File: config.mk
export PLATFORM = sky130hd
export DESIGN_NAME = inst_fetch_unit
export DESIGN_NICKNAME = d
export VERILOG_FILES = /design/src/rtl/inst_fetch_unit.sv
export SDC_FILE = /design/constraint.sdc
export NUM_CORES = 1
export LEC_CHECK = 0
export BUFFER_PORTS_ARGS = -buffer_cell sky130_fd_sc_hd__buf_4
export CORE_UTILIZATION = 62
export CTS_CLUSTER_SIZE = 20
export DETAILED_ROUTE_END_ITERATION = 8
export PLACE_DENSITY = 0.88
export SLEW_MARGIN = 20
export SYNTH_ARGS = -nofsm -noshare
export SYNTH_HDL_FRONTEND = slang
export SYNTH_SLANG_ARGS = --single-unit
File: constraint.sdc
create_clock -name clk -period 8.25 [get_ports clk]
set_input_delay 0.4125 -clock clk [delete_from_list [all_inputs] [get_ports clk]]
set_output_delay 0.4125 -clock clk [all_outputs]
set_load 0.02 [all_outputs]
File: src/rtl/inst_fetch_unit.sv
// Instruction fetch front end: PC sequencing, pipelined SRAM-like word reads, redirect flush.
// Optional FETCH_ADEL_CHECK_EN: misaligned PC emits an address-error marker and halts issue.
module inst_fetch_unit #(
    parameter logic [31:0] RESET_PC        = 32'hbfc00000,
    parameter int          FIFO_DEPTH      = 4,
    parameter int          MAX_OUTSTANDING = 2
) (
    input  logic        clk,
    input  logic        resetn,
    output logic        inst_req,
    output logic        inst_wr,
    output logic [1:0]  inst_size,
    output logic [31:0] inst_addr,
    output logic [31:0] inst_wdata,
    input  logic [31:0] inst_rdata,
    input  logic        inst_addr_ok,
    input  logic        inst_data_ok,
    input  logic        redirect_valid,
    input  logic [31:0] redirect_pc,
    output logic        out_valid,
    input  logic        out_ready,
    output logic [31:0] out_inst,
    output logic [31:0] out_pc,
    output logic        out_adel
);
    localparam int          AW     = $clog2(FIFO_DEPTH);
    localparam int          PW     = (MAX_OUTSTANDING > 1) ? $clog2(MAX_OUTSTANDING) : 1;
    localparam logic [31:0] DEPTH_U = 32'(FIFO_DEPTH);
    localparam logic [31:0] MAXO_U  = 32'(MAX_OUTSTANDING);

    typedef struct packed {
        logic [31:0] pc;
        logic [31:0] inst;
        logic        adel;
    } fetch_entry_t;

    logic          run, hold, hold_stale;
    logic [31:0]   pc, hold_addr, fetch_addr;
    logic [1:0]    outstanding, outstanding_next, discard_cnt;
    logic [PW-1:0] pq_wr, pq_rd;
    logic [31:0]   pend_pc [MAX_OUTSTANDING];
    fetch_entry_t  fifo_mem [FIFO_DEPTH];
    fetch_entry_t  head, push_entry;
    logic [AW-1:0] f_wr, f_rd;
    logic [AW:0]   f_cnt;
    logic          pc_ok, can_issue, accept, stale_acc, dok, drop, push, pop, adel_push;

    function automatic logic [PW-1:0] pq_next(input logic [PW-1:0] p);
        return (32'(p) == MAXO_U - 32'd1) ? '0 : p + 1'b1;
    endfunction

`ifdef FETCH_ADEL_CHECK_EN
    logic halt;
    assign pc_ok      = (pc[1:0] == 2'b00) & ~halt;
    assign fetch_addr = pc;
    // Marker waits for in-flight work to drain so it lands in program order.
    assign adel_push  = run & (pc[1:0] != 2'b00) & ~halt & (outstanding == 2'd0)
                      & (32'(f_cnt) < DEPTH_U) & ~redirect_valid;

    always_ff @(posedge clk or negedge resetn) begin
        if (!resetn)             halt <= 1'b0;
        else if (redirect_valid) halt <= 1'b0;
        else if (adel_push)      halt <= 1'b1;
    end
`else
    assign pc_ok      = 1'b1;
    assign fetch_addr = {pc[31:2], 2'b00};
    assign adel_push  = 1'b0;
`endif

    assign can_issue  = pc_ok & (32'(outstanding) < MAXO_U)
                      & (32'(outstanding) + 32'(f_cnt) < DEPTH_U);
    // A raised request is never withdrawn; after a redirect it finishes on the old address.
    assign inst_req   = run & (hold | can_issue);
    assign inst_addr  = hold ? hold_addr : fetch_addr;
    assign inst_wr    = 1'b0;
    assign inst_size  = 2'b10;
    assign inst_wdata = 32'h0;

    assign accept     = inst_req & inst_addr_ok;
    assign stale_acc  = accept & hold & hold_stale;
    assign dok        = inst_data_ok & (outstanding != 2'd0);
    assign drop       = dok & (discard_cnt != 2'd0);
    assign push       = (dok & ~drop & ~redirect_valid) | adel_push;
    assign pop        = out_valid & out_ready;
    assign outstanding_next = outstanding + {1'b0, accept} - {1'b0, dok};

    assign push_entry = adel_push ? '{pc: pc, inst: 32'h0, adel: 1'b1}
                                  : '{pc: pend_pc[pq_rd], inst: inst_rdata, adel: 1'b0};

    assign head      = fifo_mem[f_rd];
    assign out_valid = (f_cnt != '0);
    assign out_inst  = out_valid ? head.inst : 32'h0;
    assign out_pc    = out_valid ? head.pc   : 32'h0;
    assign out_adel  = out_valid & head.adel;

    always_ff @(posedge clk or negedge resetn) begin
        if (!resetn) begin
            run         <= 1'b0;
            pc          <= RESET_PC;
            hold        <= 1'b0;
            hold_stale  <= 1'b0;
            hold_addr   <= RESET_PC;
            outstanding <= '0;
            discard_cnt <= '0;
            pq_wr       <= '0;
            pq_rd       <= '0;
            f_wr        <= '0;
            f_rd        <= '0;
            f_cnt       <= '0;
        end else begin
            run         <= 1'b1;
            hold        <= inst_req & ~inst_addr_ok;
            hold_stale  <= inst_req & ~inst_addr_ok & (hold_stale | redirect_valid);
            if (inst_req) hold_addr <= inst_addr;
            outstanding <= outstanding_next;
            if (accept) pq_wr <= pq_next(pq_wr);
            if (dok)    pq_rd <= pq_next(pq_rd);
            if (redirect_valid) begin
                pc          <= redirect_pc;
                discard_cnt <= outstanding_next;
                f_wr        <= '0;
                f_rd        <= '0;
                f_cnt       <= '0;
            end else begin
                if (accept & ~stale_acc) pc <= pc + 32'd4;
                discard_cnt <= discard_cnt + {1'b0, stale_acc} - {1'b0, drop};
                if (push) f_wr <= f_wr + 1'b1;
                if (pop)  f_rd <= f_rd + 1'b1;
                f_cnt <= f_cnt + {{AW{1'b0}}, push} - {{AW{1'b0}}, pop};
            end
        end
    end

    always_ff @(posedge clk) begin
        if (accept) pend_pc[pq_wr] <= pc;
        if (push)   fifo_mem[f_wr] <= push_entry;
    end
endmodule

Yosys cells after proc, flatten, opt, wreduce, memory -nomap -nowiden
Memories as Yosys holds them, arrays and structs flattened. Cells that the tools add are included.

Mux-type cells: 17. Reductions and logical operators: 6. Bitwise operators: 20. Order comparisons: 2. $add $sub $neg: 12.

Operator list (number): $mux 32 (5); $add 32x3->32 const B (1); $and 1x1->1 (13); $mux 2 (5); $reduce_bool 2->1 (5); $mux 1 (6); $add 2x1->2 (2); $add 2x1->2 const B (2); $add 2x3->4 (1); $lt 4x3->1 const B (1); $not 1->1 (4); $sub 2x1->2 (2); $add 3x1->3 (1); $mux 3 (1); $reduce_bool 3->1 (1); $sub 3x1->3 (1); $add 1x1->1 const B (2); $lt 2x2->1 const B (1); $or 1x1->1 (2); $and 1x1->1 const B (1).

Input port bits: 70. Output and inout bits: 134. Flip-flop bits (word level): 80. Memory bits (writable): 320. Word-level logic and storage cells: 71. Memories kept: 2.

Memories: fifo_mem (depth 4, width 64, read ports 1, clocked after Yosys merged registers in 0, write ports 1, line 42) `fetch_entry_t fifo_mem [FIFO_DEPTH];`; pend_pc (depth 2, width 32, read ports 1, clocked after Yosys merged registers in 0, write ports 1, line 41) `logic [31:0] pend_pc [MAX_OUTSTANDING];`.

Longest topological paths before layout
Gate-level depths: netlist (run 1).

Depth after elaboration: 12. Depth in mapped cells: 14. Depth with buffers taken out: 12.

Worst setup path before layout (run 1)
OpenSTA, ideal clock, no wires.

Path type: flip-flop to flip-flop. From: register outstanding[1]. To: memory pend_pc[0][0], enable pin. Data required time: 7829 ps. Period minus slack after synthesis: 3751 ps. Data arrival time: 3330 ps. Path buffers: 2. Setup slack: 4499 ps. Cell stages (with the launch flop): 9. Cells stage by stage: dfrtp_1 > ha_1 > and3_1 > nor4_1 > o21a_1 > buf_2 > buf_1 > nand2_1 > nor2_1.

Longest elaborated chain between the ends: 8. Elaborated cells between the ends (all ways): 9.

RTL lines: from (decl) (line 39) `logic [1:0] outstanding, outstanding_next, discard_cnt;`; from (signal assigned) (line 116) `outstanding <= outstanding_next;`; $add 2x3->4 (line 72) `& (32'(outstanding) + 32'(f_cnt) < DEPTH_U);`; $lt 4x3->1 (line 72); $and 1x1->1 * (line 72); $or 1x1->1 * (line 74) `assign inst_req = run & (hold | can_issue);`; $and 1x1->1 * (line 74); net inst_req (line 10) `output logic inst_req,`; $and 1x1->1 * (line 80) `assign accept = inst_req & inst_addr_ok;`; $mux 1 * (line 136) `if (accept) pend_pc[pq_wr] <= pc;`; $mux 1 (not written as such) * (line 136); to (decl) (line 41).

The timed path passes the listed nets; every way through them passes the cells marked *.

Worst setup path after layout (run 1)
From: register f_rd[0]. To: output out_inst[1].

Longest elaborated chain between the ends: 2.

RTL lines: from (decl) (line 44) `logic [AW-1:0] f_wr, f_rd;`; from (signal assigned) (line 129) `if (pop) f_rd <= f_rd + 1'b1;`; $mem_v2 4x64; $mux 32 (line 93) `assign out_inst = out_valid ? head.inst : 32'h0;`; to (decl) (line 22) `output logic [31:0] out_inst,`.

No other way between the ends.

==> results of run 1 <==
-- cell usage in the layout (no fill, tap or decap), types with 12 or more instances in the layout --
cell type	synthesis	final
and2_1	74	70
buf_4	36	179
clkbuf_16	0	42
conb_1	2	37
dfrtp_1	62	60
dfstp_2	18	18
edfxtp_1	320	320
ha_1	12	12
mux2_2	93	93
mux4_2	64	64
nand2_1	45	45
o21ai_1	29	29
xnor2_1	31	31
-- metrics by stage --
step / worst slack (ns) / area, um2 / power, mW / hold WS (ns) / util
after global routing: 4.56 / 19400 / 6.58 / 0.0653 / 0.741
after CTS: 4.66 / 19400 / 6.37 / 0.0698 / 0.741
after global placement: 5.23 / 18000 / 4.44 / 0.345 / 0.688
final: 4.77 / 19400 / 6.32 / 0.0860 / 0.741
after floorplan: 4.50 / 16700 / 3.87 / 0.117 / -
after detailed placement: 5.20 / 18000 / 4.50 / 0.346 / 0.688
-- timing repair --
item	in CTS	in global routing
setup buffers	0	0
hold endpoints to repair	15	0
hold buffers	1	0
-- sequential cells by signal, summed over array words and instances (netlist names) --
name,cells
pc,32
f_rd,2
f_wr,2
pq_wr,1
f_cnt,3
pend_pc,64
hold_addr,32
discard_cnt,2
fifo_mem,256
outstanding,2
hold,1
hold_stale,1
pq_rd,1
run,1
-- metal layers --
metal | track usage | vias to the layer above | part of all wire
met1 | 0.320 | 4385 | 0.40
met2 | 0.406 | 353 | 0.50
met4 | 0.0817 | 0 | 0.028
met3 | 0.0445 | 64 | 0.074
met5 | 0 | - | 0
li1 | - | 3833 | -
-- cell type report --
type                    instances  area (um2)  area share
clock buffers                  54        1140      0.0587
clock inverters                19         231      0.0120
repair buffers                180        1350      0.0699
well taps                     335         419      0.0217
multi-input cells             479        4540       0.234
flip-flops and latches        400       11600       0.601
inverters                      12        45.0     0.00233
-- cell families after synthesis --
family,count (synthesis),synth area share
xor gates and xnor gates,39,0.0207
other,2,0.000454
DFF,400,0.704
AOI/OAI and AO/OA,41,0.0147
adders and majority gates,13,0.0103
buffers and inverters,91,0.0300
and+or+nand+nor,190,0.0681
muxes,159,0.152
-- final timing paths --
path	depth (start not counted)	startpoint	end	slack (ns)
worst max-delay path	4	f_rd[0]	out_inst[1]	4.77
worst min-delay path	1	inst_rdata[24]	fifo_mem[0][24]	0.09
worst max register to register	8	f_cnt[2]	f_cnt[2]	5.21
worst min register to register	0	pc[1]	pend_pc[0][1]	0.45
max in group asynchronous	3	resetn	f_rd[0]	6.77
min in group asynchronous	2	resetn	hold_addr[3]	0.34
-- where the power goes --
part	switching, mW	internal (mW)
combinational	0.978	0.852
clock	0.739	1.13
sequential	0.155	2.47
total	1.87	4.45
==> run_results.csv, run 1 <==
group,metric,value,unit
place,io_buffers,167,
timing,finalMaxSlewViolations,0,
synth,synthDominantCellAreaShare,0.582,
routing,num_vias,8635,
layout,stdcell_count,1479,
synth,synth_most_common_cell,"edfxtp_1",
power_and_ir_drop,power_density,327,mW/mm2
clock_tree,cts_resized,0,
min_path,hold_path_class,"in -> reg",
die,num_rows,59,
worst_setup_path,cp_max_fo,47,
layout,areaGrowthSynthToFinish,17.2,%
routing,ant_nets,0,
clock_tree,clkLatencyLatePin,0.53,ns
synth,synth_flop_cell,"edfxtp_1",
routing,vias_per_cell,5.84,
worst_setup_path,worstSetupStartpointType,"register",
timing,worst_slew_margin_rel,0.284,
clock_tree,root_buffer,"clkbuf_16",
timing,clock_skew,0.0255,ns
synth,yosysSeqAreaShare,0.704,
outcome,violations,"design-rule violations",
worst_setup_path,criticalPathCategory,"reg -> out",
run,timing.max_cap.violations,0,
global_route,grt_first_pass_wirelength,48.6,mm
worst_setup_path,critPathBufInv,2,
place,dpl.hpwl,19.0,mm
clock_tree,cts_max_path_buffers,3,
die,start_util,0.632,
global_route,grt_use_total,0.242,
timing,final.setup.tns,0,ns
worst_setup_path,crit_chain,"buf_4 > mux4_2 > and2_1 > buf_4",
clock_tree,clock_sinks,400,
die,die_area,0.0273,mm2
worst_setup_path,crit_family,"buffers and inverters",
place,placed_cells,1405,
timing,fin_crit_sh,0.422,
die,fp.dieW,165,um
routing,wirelength,32.4,mm
synth,yosys.area.top_type,"edfxtp_1",
timing,rsz0062_at_grt,"no",
worst_setup_path,end_kind,"output pin",
clock_tree,cts_tree,"built",
global_route,grt_max_degree,75,
synth,ys_seq_elements,400,
layout,fill_cells,1525,
worst_setup_path,crit_top_cell,"buf_4",
timing,timing.fmax,288,MHz
global_route,grt_pass1_vias,8750,
clock_tree,numCtsBuffers,40,
worst_setup_path,cp.arrival,3.07,ns
routing,dr.pass1.iters,9,
synth,yosys-top-cells-area,"edfxtp_1 (58%), dfrtp_1 (9.4%), mux4_2 (8.7%)",
die,die_height,165,um
synth,synth_cell_types,42,
power_and_ir_drop,vdd_drop_max,0.205,mV
layout,diodes,0,
synth,syn_area,0.0165,mm2
power_and_ir_drop,p_leak,6.95,nW
routing,drc,38,
worst_setup_path,crit_required,7.84,ns
clock_tree,path_clk_slew,0.06,ns
global_route,antenna_found_initial,0,
timing,hold_violations,0,
synth,syn-mean-instance-area,17.7,um2
synth,ys_top_cells_by_count,"edfxtp_1 (320), mux2_2 (93), and2_1 (74)",
timing,setup_viol_count_final,0,
die,core-area,0.0261,mm2
die,io_pins,204,
routing,drt_iter0_drc,674,
timing,post-route-min-period,3.48,ns
synth,ys_warn_count,0,
synth,synth-edff-count,320,
routing,wire_per_inst,21.9,um
worst_setup_path,slowest_delay,0.80,ns
synth,async_reset_ff_frac,0.200,
worst_setup_path,slowest_stage,"buf_4",
synth,netlist_instances,935,
timing,tightestPinTransition,1.07,ns
layout,drive_gt1_frac,0.381,
global_route,grt_overflow,0,
place,gp_congestion,0.777,
clock_tree,htreeDepth,2,
layout,nets,1196,
outcome,outcome,"finished with violations",
(Power assumes the default switching activity.)
==> run 2, diff against run 1 <==
- CORE_UTILIZATION: 62 -> 58
- PLACE_DENSITY: 0.88 -> 0.84
- clock period: 8.25 -> 3.5 ns (I/O delays scaled with it)
==> run_results.csv, run 2 (same netlist as run 1, synthesis figures left out) <==
group,metric,value,unit
outcome,outcome,"complete, no violations",
timing,timing.fmax,354,MHz
die,die_height,171,um
clock_tree,clock_sinks,400,
min_path,holdCritStartpoint,"redirect_pc[30]",
min_path,worstHoldPathCells,3,
timing,fin_crit_sh,0.807,
power_and_ir_drop,totalPowerFinal,14.8,mW
worst_setup_path,r2r_setup_slack,0.79,ns
layout,reg.largest.list,"fifo_mem x256, pend_pc x64",
layout,layout_commonest_cell,"edfxtp_1",
power_and_ir_drop,power_density,735,mW/mm2
die,die_area,0.0292,mm2
timing,final.setup.tns,0,ns
clock_tree,cts_max_path_buffers,3,
worst_setup_path,reg2reg_to,"discard_cnt[1]",
global_route,grt_first_pass_wirelength,49.8,mm
layout,largest_register,"fifo_mem",
timing,finalMaxSlewViolations,0,
clock_tree,htreeDepth,2,
die,start_util,0.592,
min_path,hold_path_class,"in -> reg",
clock_tree,clkLatencyLatePin,0.53,ns
place,dpl.hpwl,18.6,mm
power_and_ir_drop,clkPwrFrac,0.282,
routing,vias_per_cell,5.55,
layout,areaGrowthSynthToFinish,21.5,%
min_path,worstHoldEndpoint,"pc[30]",
die,io_pins,204,
routing,drt_iter0_drc,751,
power_and_ir_drop,p_sw,4.38,mW
power_and_ir_drop,power.share.combinational,0.300,
power_and_ir_drop,p_leak,7.21,nW
worst_setup_path,worstSetupStartpointType,"register",
die,fp.dieW,171,um
timing,clock_skew,0.0253,ns
routing,wirelength,32.6,mm
worst_setup_path,end_kind,"output pin",
clock_tree,cts_resized,0,
power_and_ir_drop,p_int,10.4,mW
timing,setup_viol_count_final,0,
timing,worst_slew_margin_rel,0.506,
worst_setup_path,criticalPathCategory,"reg -> out",
timing,hold_violations,0,
clock_tree,numCtsBuffers,40,
clock_tree,path_clk_slew,0.06,ns
routing,num_vias,8813,
layout,diodes,0,
global_route,antenna_found_initial,0,
place,io_buffers,167,
global_route,grt_max_degree,81,
layout,nets,1264,
global_route,grt_pass1_vias,9016,
worst_setup_path,rr_worst_depth,13,
layout,largest_reg_flops,256,
global_route,grt_overflow,0,
routing,ant_nets,0,
layout,drive_gt1_frac,0.357,
timing,tightestPinTransition,0.741,ns
layout,fill_cells,1690,
die,num_rows,61,
routing,wire_per_inst,20.5,um
routing,dr.pass1.iters,5,
power_and_ir_drop,pwr-share-seq,0.418,
die,core-area,0.0279,mm2
global_route,grt_use_total,0.229,
clock_tree,cts_tree,"built",
worst_setup_path,crit_required,3.32,ns
worst_setup_path,rr_startpoint,"outstanding[1]",
power_and_ir_drop,vdd_drop_max,0.455,mV
timing,post-route-min-period,2.83,ns
place,gp_congestion,0.780,
worst_setup_path,cp.arrival,2.65,ns
clock_tree,root_buffer,"clkbuf_16",
run,timing.max_cap.violations,0,
worst_setup_path,cp_max_fo,29,
timing,rsz0062_at_grt,"no",
routing,drc,0,
power_and_ir_drop,switching_share,0.297,
layout,layout_common_cells,"edfxtp_1 (320), buf_4 (176), mux2_2 (93)",
[run 2: cell types whose count changed in the layout (fill, tap and decap cells not counted), sizes merged]
cell and delta:
dlygate4sd3 +64, buf +4, bufinv -2, clkinv +1
[run 2: layout make-up]
cell class                      instances  area (um2)  area share
Inverter                               12        45.0     0.00224
Timing Repair Buffer                  248        2100       0.105
Multi-Input combinational cell        479        4540       0.226
Sequential cell                       400       11600       0.580
Tap cell                              378         473      0.0236
Clock buffer                           54        1120      0.0556
Clock inverter                         18         170     0.00847
[run 2: power groups by stage]
| stage | clock [mW] | sequential (mW) | combinational (mW) |
|---|---|---|---|
| after CTS | 4.21 | 6.18 | 4.45 |
| after floorplan | 0 | 6.08 | 3.04 |
| after global routing | 4.41 | 6.24 | 4.76 |
| final | 4.16 | 6.18 | 4.43 |
| after detailed placement | 0 | 6.27 | 4.35 |
| after global placement | 0 | 6.24 | 4.28 |
[run 2: what timing repair did]
item                                   CTS  global route
hold buffers                            65             0
setup buffers                            0             0
endpoints found under the hold margin  222             0
[run 2: worst max-delay path by stage]
| stage | from | to | slack, ns | cells after the start |
|---|---|---|---|---|
| after CTS | f_rd[0] | out_pc[0] | 0.61 | 4 |
| after global placement | outstanding[1] | discard_cnt[1] | 0.81 | 13 |
| after floorplan | outstanding[1] | pend_pc[0][0] | 0.27 | 8 |
| final | f_rd[0] | out_inst[6] | 0.67 | 4 |
| after detailed placement | outstanding[1] | discard_cnt[1] | 0.79 | 13 |
| after global routing | f_rd[0] | out_inst[5] | 0.51 | 4 |
[run 2: metrics by stage]
| stage | utilization | cell area, um2 | std cells | worst slack [ns] | hold WS (ns) |
|---|---|---|---|---|---|
| floorplan | - | 16700 | 970 | 0.270 | -0.121 |
| global placement | 0.649 | 18100 | 1452 | 0.814 | 0.376 |
| detailed placement | 0.649 | 18100 | 1452 | 0.788 | 0.379 |
| CTS | 0.719 | 20100 | 1589 | 0.610 | 0.0307 |
| global route | 0.719 | 20100 | 1589 | 0.509 | 0.0350 |
| finish | 0.719 | 20100 | 1589 | 0.675 | 0.0253 |
[run 2: worst max-delay path, cell delays in order (launching register included)]
cell and delay (ns):
dfrtp_4 0.82, buf_4 0.38, mux4_2 0.55, and2_1 0.20
buf_4 0.16
[run 2: metal layers]
metal / GRT usage / wire, um / up-vias
met3: 0.0414 / 1890 / 60
met4: 0.0646 / 706 / 0
met5: 0 / 0 / -
met2: 0.387 / 16200 / 310
li1: - / - / 3977
met1: 0.309 / 13800 / 4466
